**config.mk**
```make
export PLATFORM = sky130hd
export DESIGN_NAME = dlx_decode_stage
export DESIGN_NICKNAME = d
export VERILOG_FILES = /design/src/rtl/dlx_decode_stage.sv
export SDC_FILE = /design/constraint.sdc
export NUM_CORES = 1
export LEC_CHECK = 0
export ABC_AREA = 1
export ABC_CLOCK_PERIOD_IN_PS = 9700
export CAP_MARGIN = 20
export CORE_MARGIN = 8
export CORE_UTILIZATION = 50
export DETAILED_ROUTE_END_ITERATION = 8
export GPL_TIMING_DRIVEN = 0
export HOLD_SLACK_MARGIN = 0.05
export PLACE_DENSITY = 0.78
export SETUP_SLACK_MARGIN = 0.3
export SLEW_MARGIN = 20
export SYNTH_ARGS = -nofsm -noshare
export SYNTH_HDL_FRONTEND = slang
export SYNTH_SLANG_ARGS = --single-unit
```
**constraint.sdc**
```tcl
create_clock -name clk -period 9.7 [get_ports clk]
set_input_delay 1.455 -clock clk [delete_from_list [all_inputs] [get_ports clk]]
set_output_delay 1.455 -clock clk [all_outputs]
set_load 0.01 [all_outputs]
```
**src/rtl/dlx_decode_stage.sv**
```systemverilog
// DLX decode stage: combinational decode of one instruction per handshake into a DEPTH-entry FIFO.
// Latency: an entry accepted at edge N is at the head from edge N when the FIFO was empty.
// Backpressure: in_ready = !reset && count < DEPTH, independent of out_ready; payload is zero when empty.
module dlx_decode_stage #(
  parameter int XLEN  = 32,
  parameter int DEPTH = 2
) (
  input  logic            clk,
  input  logic            reset,
  input  logic            flush,
  input  logic            in_valid,
  output logic            in_ready,
  input  logic [31:0]     in_instr,
  input  logic [XLEN-1:0] in_pc,
  output logic            out_valid,
  input  logic            out_ready,
  output logic [XLEN-1:0] out_pc,
  output logic [4:0]      out_alu_op,
  output logic [4:0]      out_rs1,
  output logic [4:0]      out_rs2,
  output logic [4:0]      out_rd,
  output logic [XLEN-1:0] out_imm,
  output logic            out_imm_sel,
  output logic            out_pc_alu,
  output logic [1:0]      out_pc_cmd,
  output logic [1:0]      out_pc_val,
  output logic            out_load,
  output logic            out_store,
  output logic            out_illegal
);

  localparam int PW = (DEPTH > 1) ? $clog2(DEPTH) : 1;
  localparam int CW = $clog2(DEPTH + 1);

  typedef struct packed {
    logic [XLEN-1:0] pc;
    logic [4:0]      alu_op;
    logic [4:0]      rs1;
    logic [4:0]      rs2;
    logic [4:0]      rd;
    logic [XLEN-1:0] imm;
    logic            imm_sel;
    logic            pc_alu;
    logic [1:0]      pc_cmd;
    logic [1:0]      pc_val;
    logic            load;
    logic            store;
    logic            illegal;
  } entry_t;

  logic [5:0]      opcode;
  logic [5:0]      funct;
  logic [XLEN-1:0] sext;
  logic [XLEN-1:0] zext;
  logic [XLEN-1:0] jext;
  logic            legal;
  entry_t          dec;

  assign opcode = in_instr[31:26];
  assign funct  = in_instr[5:0];
  assign sext   = {{(XLEN-16){in_instr[15]}}, in_instr[15:0]};
  assign zext   = {{(XLEN-16){1'b0}}, in_instr[15:0]};
  assign jext   = {{(XLEN-26){in_instr[25]}}, in_instr[25:0]};

  // Decode the incoming instruction; any undefined encoding collapses to a bare illegal entry.
  always_comb begin
    dec   = '0;
    legal = 1'b1;
    case (opcode)
      6'h00: begin
        dec.rs1 = in_instr[25:21];
        dec.rs2 = in_instr[20:16];
        dec.rd  = in_instr[15:11];
        case (funct)
          6'h20: dec.alu_op = 5'd1;
          6'h22: dec.alu_op = 5'd2;
          6'h24: dec.alu_op = 5'd3;
          6'h25: dec.alu_op = 5'd4;
          6'h26: dec.alu_op = 5'd5;
          6'h04: dec.alu_op = 5'd6;
          6'h06: dec.alu_op = 5'd7;
          6'h28: dec.alu_op = 5'd10;
          6'h2c: dec.alu_op = 5'd11;
          6'h2a: dec.alu_op = 5'd12;
          6'h29: dec.alu_op = 5'd13;
          6'h07: dec.alu_op = 5'd14;
          default: legal = 1'b0;
        endcase
      end
      6'h02, 6'h03: begin
        dec.pc_cmd = 2'b10;
        dec.pc_alu = 1'b1;
        dec.pc_val = 2'b01;
        dec.imm    = jext;
        if (opcode == 6'h03) begin
          dec.alu_op = 5'd15;
          dec.rd     = 5'd31;
        end
      end
      default: begin
        dec.rs1     = in_instr[25:21];
        dec.rs2     = in_instr[20:16];
        dec.rd      = in_instr[20:16];
        dec.imm_sel = 1'b1;
        case (opcode)
          6'h08: begin dec.alu_op = 5'd1;  dec.imm = sext; end
          6'h0a: begin dec.alu_op = 5'd2;  dec.imm = sext; end
          6'h0c: begin dec.alu_op = 5'd3;  dec.imm = zext; end
          6'h0d: begin dec.alu_op = 5'd4;  dec.imm = zext; end
          6'h0e: begin dec.alu_op = 5'd5;  dec.imm = zext; end
          6'h14: begin dec.alu_op = 5'd6;  dec.imm = zext; end
          6'h16: begin dec.alu_op = 5'd7;  dec.imm = zext; end
          6'h17: begin dec.alu_op = 5'd14; dec.imm = zext; end
          6'h18: begin dec.alu_op = 5'd10; dec.imm = sext; end
          6'h1c: begin dec.alu_op = 5'd11; dec.imm = sext; end
          6'h1a: begin dec.alu_op = 5'd12; dec.imm = sext; end
          6'h19: begin dec.alu_op = 5'd13; dec.imm = sext; end
          6'h0f: begin dec.alu_op = 5'd0;  dec.imm = zext; end
          6'h23: begin dec.alu_op = 5'd1;  dec.imm = sext; dec.load = 1'b1; end
          6'h2b: begin dec.alu_op = 5'd1;  dec.imm = sext; dec.store = 1'b1; dec.rd = 5'd0; end
          6'h04: begin dec.alu_op = 5'd16; dec.imm = sext; dec.pc_cmd = 2'b10; end
          6'h05: begin dec.alu_op = 5'd17; dec.imm = sext; dec.pc_cmd = 2'b10; dec.rd = 5'd0; end
          6'h13: begin
            dec.alu_op = 5'd15; dec.imm = zext; dec.rd = 5'd31;
            dec.pc_cmd = 2'b11; dec.pc_val = 2'b11;
          end
          6'h12: begin
            dec.alu_op = 5'd0; dec.imm = zext; dec.rd = 5'd0;
            dec.pc_cmd = 2'b11; dec.pc_val = 2'b11;
          end
          default: legal = 1'b0;
        endcase
      end
    endcase
    if (!legal) begin
      dec         = '0;
      dec.illegal = 1'b1;
    end
    dec.pc = in_pc;
  end

  logic [PW-1:0] wr_ptr_q, wr_ptr_d, rd_ptr_q, rd_ptr_d;
  logic [CW-1:0] count_q, count_d;
  entry_t        mem_q [DEPTH];
  entry_t        head;
  logic          push, pop;

  assign in_ready  = !reset && (count_q < CW'(DEPTH));
  assign out_valid = !reset && (count_q != '0);
  // A flush-cycle handshake still completes on the wires but never touches the queue.
  assign push      = in_valid && in_ready && !flush;
  assign pop       = out_valid && out_ready && !flush;

  // Advance pointers and occupancy; flush returns everything to the empty state.
  always_comb begin
    wr_ptr_d = wr_ptr_q;
    rd_ptr_d = rd_ptr_q;
    count_d  = count_q;
    if (push) wr_ptr_d = (wr_ptr_q == PW'(DEPTH-1)) ? '0 : wr_ptr_q + 1'b1;
    if (pop)  rd_ptr_d = (rd_ptr_q == PW'(DEPTH-1)) ? '0 : rd_ptr_q + 1'b1;
    if (push && !pop)      count_d = count_q + 1'b1;
    else if (pop && !push) count_d = count_q - 1'b1;
    if (flush) begin
      wr_ptr_d = '0;
      rd_ptr_d = '0;
      count_d  = '0;
    end
  end

  // FIFO control state register.
  always_ff @(posedge clk) begin
    if (reset) begin
      wr_ptr_q <= '0;
      rd_ptr_q <= '0;
      count_q  <= '0;
    end else begin
      wr_ptr_q <= wr_ptr_d;
      rd_ptr_q <= rd_ptr_d;
      count_q  <= count_d;
    end
  end

  // Entry storage; contents are only observable through the valid-gated head.
  always_ff @(posedge clk) begin
    if (push) mem_q[wr_ptr_q] <= dec;
  end

  assign head = out_valid ? mem_q[rd_ptr_q] : '0;

  assign out_pc      = head.pc;
  assign out_alu_op  = head.alu_op;
  assign out_rs1     = head.rs1;
  assign out_rs2     = head.rs2;
  assign out_rd      = head.rd;
  assign out_imm     = head.imm;
  assign out_imm_sel = head.imm_sel;
  assign out_pc_alu  = head.pc_alu;
  assign out_pc_cmd  = head.pc_cmd;
  assign out_pc_val  = head.pc_val;
  assign out_load    = head.load;
  assign out_store   = head.store;
  assign out_illegal = head.illegal;

endmodule

```
Word level (Yosys, flattened, before mapping)

Memories as Yosys holds them, arrays and structs flattened. A register that Yosys moved wholly into a read port is not among the register bits.
Index checks and enable logic that the tools add are counted.

Register bits: 4
RAM bits: 186
Output and inout bits: 95
Logic and storage cells: 99
Memories kept: 1

Memory list:

| name  | depth | width | read ports | clocked after Yosys merged registers in | write ports | line | text |
|---|---|---|---|---|---|---|---|
| mem_q | 2     | 93    | 1          | 1                                       | 1           | 144  | `entry_t mem_q [DEPTH];` |

Add/subtract/negate cells: 4
Order comparisons: 1
Eq/ne operators: 33
Mux-type cells: 31
Reductions and logical operators: 26

Operators by type and width:

| kind               | number |
|---|---|
| $pmux 32 s2        | 2 |
| $mux 93            | 1 |
| $pmux 5 s15        | 1 |
| $eq 6x6->1 const B | 11 |
| $mux 61            | 1 |
| $eq 6x5->1 const B | 9 |
| $pmux 4 s12        | 1 |
| $eq 6x4->1 const B | 6 |
| $eq 6x3->1 const B | 5 |
| $pmux 5 s2         | 3 |
| $reduce_or 19->1   | 1 |
| $eq 6x2->1 const B | 2 |
| $mux 1             | 12 |
| $reduce_or 12->1   | 1 |
| $mux 10            | 1 |
| $reduce_or 10->1   | 1 |
| $reduce_or 3->1    | 3 |
| $reduce_or 9->1    | 1 |
| $logic_and 1x1->1  | 8 |
| $mux 2             | 4 |
| $pmux 4 s2         | 1 |
| $reduce_or 2->1    | 4 |
| $logic_not 6->1    | 1 |
| $mux 5             | 1 |
| other kinds (9)    | 14 |

Longest topological paths before layout

Gate-level depths: netlist of run 1.

Word-level depth: 8
Mapped depth: 11
Mapped depth without buffers: 10

Worst setup path after synthesis of run 1

Ideal clock, no wire load.

Path kind: input to register
Start: in flush
End: mem mem_q[0][0] in the netlist's numbering, enable pin
Library setup time: 0.532 ns
Data arrival time: 5.452 ns
Data required time: 9.168 ns
Path slack: 3.717 ns
Stages: 3
Cells stage by stage: nor2_1 nand3_1 nor2_1

Cells in the longest elaborated chain, start to end: 4

Ends and longest elaborated chain:

| element                      | line | text |
|---|---|---|
| from (decl)                  | 10   | `input logic flush,` |
| $logic_not 1->1              | 151  | `assign push = in_valid && in_ready && !flush;` |
| $logic_and 1x1->1            | 151  |  |
| $mux 1                       | 185  | `if (push) mem_q[wr_ptr_q] <= dec;` |
| $mux 1 (not written as such) | 185  |  |
| to (decl)                    | 144  |  |

No other way between the ends.

Worst setup path in the final report of run 1

Start: in reset
End: out out_imm[27]

Cells in the longest elaborated chain, start to end: 3

Ends and longest elaborated chain:

| element           | line | text |
|---|---|---|
| from (decl)       | 9    | `input logic reset,` |
| $logic_not 1->1   | 149  | `assign out_valid = !reset && (count_q != '0);` |
| $logic_and 1x1->1 | 149  |  |
| $mux 93           | 188  | `assign head = out_valid ? mem_q[rd_ptr_q] : '0;` |
| to (decl)         | 22   | `output logic [XLEN-1:0] out_imm,` |

No other way between the ends.

==> flow_metrics.env, run 1 <==
export IMPL_drt_initial_drc_count=274
export IMPL_synth_area_um2=8390
export IMPL_htree_levels=4
export IMPL_vias_per_cell=4.91
export IMPL_worstPathRequired_ps=8250
export IMPL_postSynthCellCount=748
export IMPL_finalPower_mw=1.65
export IMPL_final_common_cell="edfxtp_1"
export IMPL_cts_buffers_inserted=17
export IMPL_r2r_cells=4
export IMPL_crit_family="buffers and inverters"
export IMPL_cts_setup_buffers=0
export IMPL_finalSetupViolations=0
export IMPL_p_int_mw=1.30
export IMPL_cpMaxStageDelayCell="a21oi_1"
export IMPL_critical_path_max_stage_delay_ps=660
export IMPL_yosys_cell_types_count=28
export IMPL_ant_nets=0
export IMPL_finalCriticalPeriod_ps=5420
export IMPL_syn_nets=818
export IMPL_wire_per_inst_um=15.8
export IMPL_fillers=1271
export IMPL_p_sw_frac=0.214
export IMPL_fin_nets=1007
export IMPL_crit_path_end_kind="output port"
export IMPL_tritoncts="yes"
export IMPL_yosysTopAreaCell="edfxtp_1"
export IMPL_leakagePower_nw=4.75
export IMPL_power_share_clock=0.398
export IMPL_drc=0
export IMPL_comb_power_share=0.082
export IMPL_ys_seq_elements=177
export IMPL_cts_root_buf="clkbuf_16"
export IMPL_grt_usage=0.178
export IMPL_crit_chain="clkdlybuf4s50_1, a21oi_1, clkbuf_1, nand2_1, inv_1, buf_4, clkdlybuf4s50_1"
export IMPL_drt_wl_total_mm=18.4
export IMPL_ys_top_cells_by_area="edfxtp_1 (62%), mux2_2 (12%), nand2_1 (7.2%)"
export IMPL_start_util=0.509
export IMPL_ctsResizeCount=0
export IMPL_clock_fmax_ghz=0.184
export IMPL_yosys_area_top_type_share=0.616
export IMPL_period_share=0.559
export IMPL_die_w_um=146
export IMPL_grt_pass1_wl_mm=29.9
export IMPL_clk_pin_slew_ps=70
export IMPL_io_buffers=163
export IMPL_rows=47
export IMPL_cts_buffer_depth=2
export IMPL_final_cell_mix="edfxtp_1 (172), clkdlybuf4s50_1 (163), nand2_1 (160), inv_1 (126), mux2_2 (86)"
export IMPL_antenna_found_initial=0
export IMPL_place_gp_congestion=0.885
export IMPL_drive_gt1_frac=0.196
export IMPL_crit_path_max_fanout=10
export IMPL_fin_tns_setup_ps=0
export IMPL_cts_sinks=177
export IMPL_ys_warn_count=0
export IMPL_hpwl_mm=13.6
export IMPL_cp_depth=7
export IMPL_cts_hold_buffers=0
export IMPL_antennaDiodeCount=0
export IMPL_design_core_area_um2=16500
export IMPL_grt_max_degree=27
export IMPL_die_area_um2=21200
export IMPL_areaGrowthSynthToFinish_pct=31.9
export IMPL_cpMostUsedCell="clkdlybuf4s50_1"
export IMPL_status="completed"
export IMPL_ys_seq_area_frac=0.628
export IMPL_firstDrtPassIters=5
export IMPL_power_switching_uw=353
export IMPL_critPathLaunchType="primary input"
export IMPL_crit_buf_inv=5
export IMPL_seq_power_share=0.520
export IMPL_maxSlewHeadroom=0.453
export IMPL_final_area_um2=11100
export IMPL_die_y_um=146
export IMPL_hold_violations=0
export IMPL_clk_latency_ps=420
export IMPL_hp_class="reg -> reg"
export IMPL_grt_ovfl_total=0
export IMPL_critPathKind="in -> out"
export IMPL_drv_cap=0
export IMPL_tightest_slew_ps=820
export IMPL_grt_pass1_vias=5963
export IMPL_dpl_instance_area_um2=10500
export IMPL_syn_area_per_cell_um2=11.2
export IMPL_pin_count=164
export IMPL_final_max_slew_viol_count=0
export IMPL_fin_skew_ps=9.55
export IMPL_worstPathArrival_ps=3970
export IMPL_route_vias_total=5734
export IMPL_powerDensity_nw_per_um2=149
export IMPL_grt_setup_unrepaired="no"
export IMPL_holdPathStages=2
export IMPL_peakVddDrop_uv=132
power groups by stage:
stage               clock (mW)  sequential [mW]  combinational [mW]
CTS                      0.666            0.857               0.136
floorplan                    0            0.875              0.0688
global placement             0            0.876               0.129
detailed placement           0            0.874               0.135
global route             0.694            0.858               0.148
finish                   0.657            0.857               0.135
flip-flops by register name (all words and copies together) (netlist names), named ones only:
name	cells
count_q	2
mem_q	172
rd_ptr_q	1
wr_ptr_q	1
cell usage after synthesis:
cell      instances
buf_1             4
nor3_1            4
nand2_2           2
o211ai_1          3
nand2_1         160
buf_2            10
dfxtp_1           5
nor2_2           26
buf_12            2
ha_1              1
nor2_1           51
nand4_1           5
nand3b_1          1
nor2_4            4
mux2_2           86
nand4_2           1
nand3_2           1
nand2_4           2
a31oi_1           1
inv_2             6
nand3_4           1
o21ai_0          16
a21oi_1          20
edfxtp_1        172
buf_4             7
inv_1           126
clkbuf_1          9
nand3_1          22
stage by stage:
step	hold WS, ps	utilization	instances	setup WS [ps]
floorplan	443	-	748	3720
global placement	457	0.625	1131	1080
detailed placement	470	0.637	1138	4220
CTS	482	0.672	1169	4210
global route	525	0.672	1169	4110
finish	480	0.672	1169	4280
worst register-to-register path: cells and delay by family (launching register included):
| kind | cells | cell delay, ps |
|---|---|---|
| flip-flops | 1 | 320 |
| AND/OR/NAND/NOR | 2 | 940 |
| buffers and inverters | 2 | 380 |
final timing paths:
| path | start | endpoint | slack (ps) |
|---|---|---|---|
| worst min register to register | rd_ptr_q | rd_ptr_q | 480 |
| worst max register to register | count_q[1] | mem_q[0][66] | 7740 |
| worst max-delay path | reset | out_imm[27] | 4280 |
| worst min-delay path | rd_ptr_q | rd_ptr_q | 480 |
logic make-up after synthesis:
kind of cell / Yosys count / synth area share
simple gates: 280 / 0.148
flops: 177 / 0.628
buf+inv: 164 / 0.0819
mux: 86 / 0.115
compound gates: 40 / 0.0249
fa+ha+maj: 1 / 0.00149
routing by layer:
metal  vias to the layer above  share of wire  GRT usage
li1                       2846              -          -
met1                      2691           0.42      0.211
met2                       170           0.51      0.309
met3                        27          0.049     0.0364
met4                         0          0.019     0.0713
met5                         -              0          0
area by class of cell:
type / instances / area (um2) / area share
Clock inverter: 13 / 138 / 0.0124
Inverter: 132 / 495 / 0.0448
Multi-Input combinational cell: 407 / 2450 / 0.221
Tap cell: 220 / 275 / 0.0249
Clock buffer: 18 / 429 / 0.0388
Timing Repair Buffer: 170 / 1820 / 0.164
Sequential cell: 177 / 5270 / 0.476
Buffer: 32 / 191 / 0.0173
Note: power is estimated with default switching activity, not from simulation.
==> inputs of run 2 (changes only) <==
--- a/config.mk
+++ b/config.mk
@@ -6,14 +6,14 @@
 export NUM_CORES = 1
 export LEC_CHECK = 0
 export ABC_AREA = 1
-export ABC_CLOCK_PERIOD_IN_PS = 9700
+export ABC_CLOCK_PERIOD_IN_PS = 4900
 export CAP_MARGIN = 20
 export CORE_MARGIN = 8
-export CORE_UTILIZATION = 50
+export CORE_UTILIZATION = 47
 export DETAILED_ROUTE_END_ITERATION = 8
 export GPL_TIMING_DRIVEN = 0
 export HOLD_SLACK_MARGIN = 0.05
-export PLACE_DENSITY = 0.78
+export PLACE_DENSITY = 0.76
 export SETUP_SLACK_MARGIN = 0.3
 export SLEW_MARGIN = 20
 export SYNTH_ARGS = -nofsm -noshare
==> constraint.sdc (replaced) <==
create_clock -name clk -period 4.9 [get_ports clk]
set_input_delay 0.735 -clock clk [delete_from_list [all_inputs] [get_ports clk]]
set_output_delay 0.735 -clock clk [all_outputs]
set_load 0.01 [all_outputs]
==> run 2 against run 1 <==
  * Via count fell by 0.40%
  * Global-route usage fell by 0.58 points
  * Total power rose by 100%
  * Largest power group unchanged
==> flow_metrics.env, run 2 (synthesis results as in run 1) <==
export IMPL_worstPathRequired_ps=4160
export IMPL_design_core_area_um2=17700
export IMPL_power_switching_uw=715
export IMPL_p_sw_frac=0.218
export IMPL_holdPathStages=2
export IMPL_cts_setup_buffers=0
export IMPL_drv_cap=0
export IMPL_pin_count=164
export IMPL_fin_nets=1008
export IMPL_cts_hold_buffers=0
export IMPL_final_common_cell="edfxtp_1"
export IMPL_power_share_clock=0.402
export IMPL_seq_power_share=0.516
export IMPL_peakVddDrop_uv=272
export IMPL_period_share=0.836
export IMPL_top_register="mem_q"
export IMPL_finalSetupViolations=0
export IMPL_crit_path_end_kind="output port"
export IMPL_dp_slack_ps=768
export IMPL_antenna_found_initial=0
export IMPL_final_max_slew_viol_count=0
export IMPL_worstPathArrival_ps=3360
export IMPL_grt_setup_unrepaired="no"
export IMPL_grt_pass1_vias=5991
export IMPL_cts_buffers_inserted=17
export IMPL_r2r_cells=5
export IMPL_fin_tns_setup_ps=0
export IMPL_reg_top3="mem_q: 172 flops, count_q: 2 flops"
export IMPL_drt_wl_total_mm=18.9
export IMPL_critPathLaunchType="primary input"
export IMPL_grt_usage=0.172
export IMPL_grt_ovfl_total=0
export IMPL_tritoncts="yes"
export IMPL_crit_path_max_fanout=10
export IMPL_dpl_cell_count=1148
export IMPL_htree_levels=4
export IMPL_final_cell_mix="edfxtp_1 (172), clkdlybuf4s50_1 (163), nand2_1 (160), inv_1 (126), mux2_2 (86)"
export IMPL_clk_latency_ps=420
export IMPL_post_route_worst_setup_slack_ps=806
export IMPL_largest_reg_flops=172
export IMPL_die_area_um2=22400
export IMPL_clk_pin_slew_ps=60
export IMPL_drt_initial_drc_count=296
export IMPL_tightest_slew_ps=955
export IMPL_die_y_um=150
export IMPL_cts_root_buf="clkbuf_16"
export IMPL_leakagePower_nw=4.77
export IMPL_firstDrtPassIters=5
export IMPL_ctsResizeCount=0
export IMPL_rows=49
export IMPL_grt_pass1_wl_mm=29.8
export IMPL_fin_cells=1180
export IMPL_finalCriticalPeriod_ps=4090
export IMPL_io_buffers=163
export IMPL_start_util=0.473
export IMPL_ant_nets=0
export IMPL_maxSlewHeadroom=0.363
export IMPL_route_vias_total=5711
export IMPL_drive_gt1_frac=0.199
export IMPL_clock_fmax_ghz=0.244
export IMPL_vias_per_cell=4.84
export IMPL_wire_per_inst_um=16.0
export IMPL_comb_power_share=0.082
export IMPL_areaGrowthSynthToFinish_pct=32.5
export IMPL_fin_skew_ps=6.97
export IMPL_grt_max_degree=25
export IMPL_status="completed"
export IMPL_critPathKind="in -> out"
export IMPL_hp_class="reg -> reg"
export IMPL_cts_buffer_depth=2
export IMPL_place_gp_congestion=0.898
export IMPL_antennaDiodeCount=0
export IMPL_hpwl_mm=14.0
export IMPL_powerDensity_nw_per_um2=296
export IMPL_cts_sinks=177
export IMPL_hold_violations=0
export IMPL_die_w_um=150
export IMPL_p_int_mw=2.57
export IMPL_drc=0
## run 2: layer usage
layer / up-vias / wire length, um / share of wire / GRT usage
met5: - / 0 / 0 / 0
met4: 0 / 405 / 0.021 / 0.0747
met3: 31 / 1020 / 0.054 / 0.0378
met2: 152 / 9610 / 0.51 / 0.300
met1: 2688 / 7890 / 0.42 / 0.199
li1: 2840 / - / - / -
## run 2: area by class of cell
type / count / area (um2)
clock inverters: 15 / 159
multi-input cells: 407 / 2450
inverters: 132 / 495
fillers: 1442 / 6610
plain buffers: 32 / 191
repair buffers: 171 / 1840
well taps: 229 / 287
clock buffers: 17 / 425
flip-flops and latches: 177 / 5270
## run 2: metrics by stage
step / total power, mW / util / hold slack [ps] / cell area (um2)
finish: 3.29 / 0.627 / 471 / 11100
global route: 3.39 / 0.627 / 504 / 11100
CTS: 3.32 / 0.627 / 475 / 11100
detailed placement: 2.00 / 0.594 / 464 / 10500
global placement: 1.99 / 0.582 / 457 / 10300
floorplan: 1.87 / - / 443 / 8390
## run 2: final timing paths
kind                                endpoint        from  slack [ps]
worst max-delay path             out_imm[30]       reset         810
worst min-delay path                rd_ptr_q    rd_ptr_q         470
worst max register to register  mem_q[1][66]  count_q[1]        3070
worst min register to register      rd_ptr_q    rd_ptr_q         470
## run 2: power groups by stage
stage               clock [mW]  sequential (mW)  combinational [mW]
finish                    1.32             1.70               0.270
global route              1.40             1.70               0.294
CTS                       1.35             1.70               0.271
detailed placement           0             1.73               0.270
global placement             0             1.73               0.256
floorplan                    0             1.73               0.136
## run 2: critical path, cell delays in order
cell and delay (ps):
clkdlybuf4s50_1 450, a21oi_1 750, clkbuf_1 470, nand2_1 100, inv_1 180, buf_4 140, clkdlybuf4s50_1 530
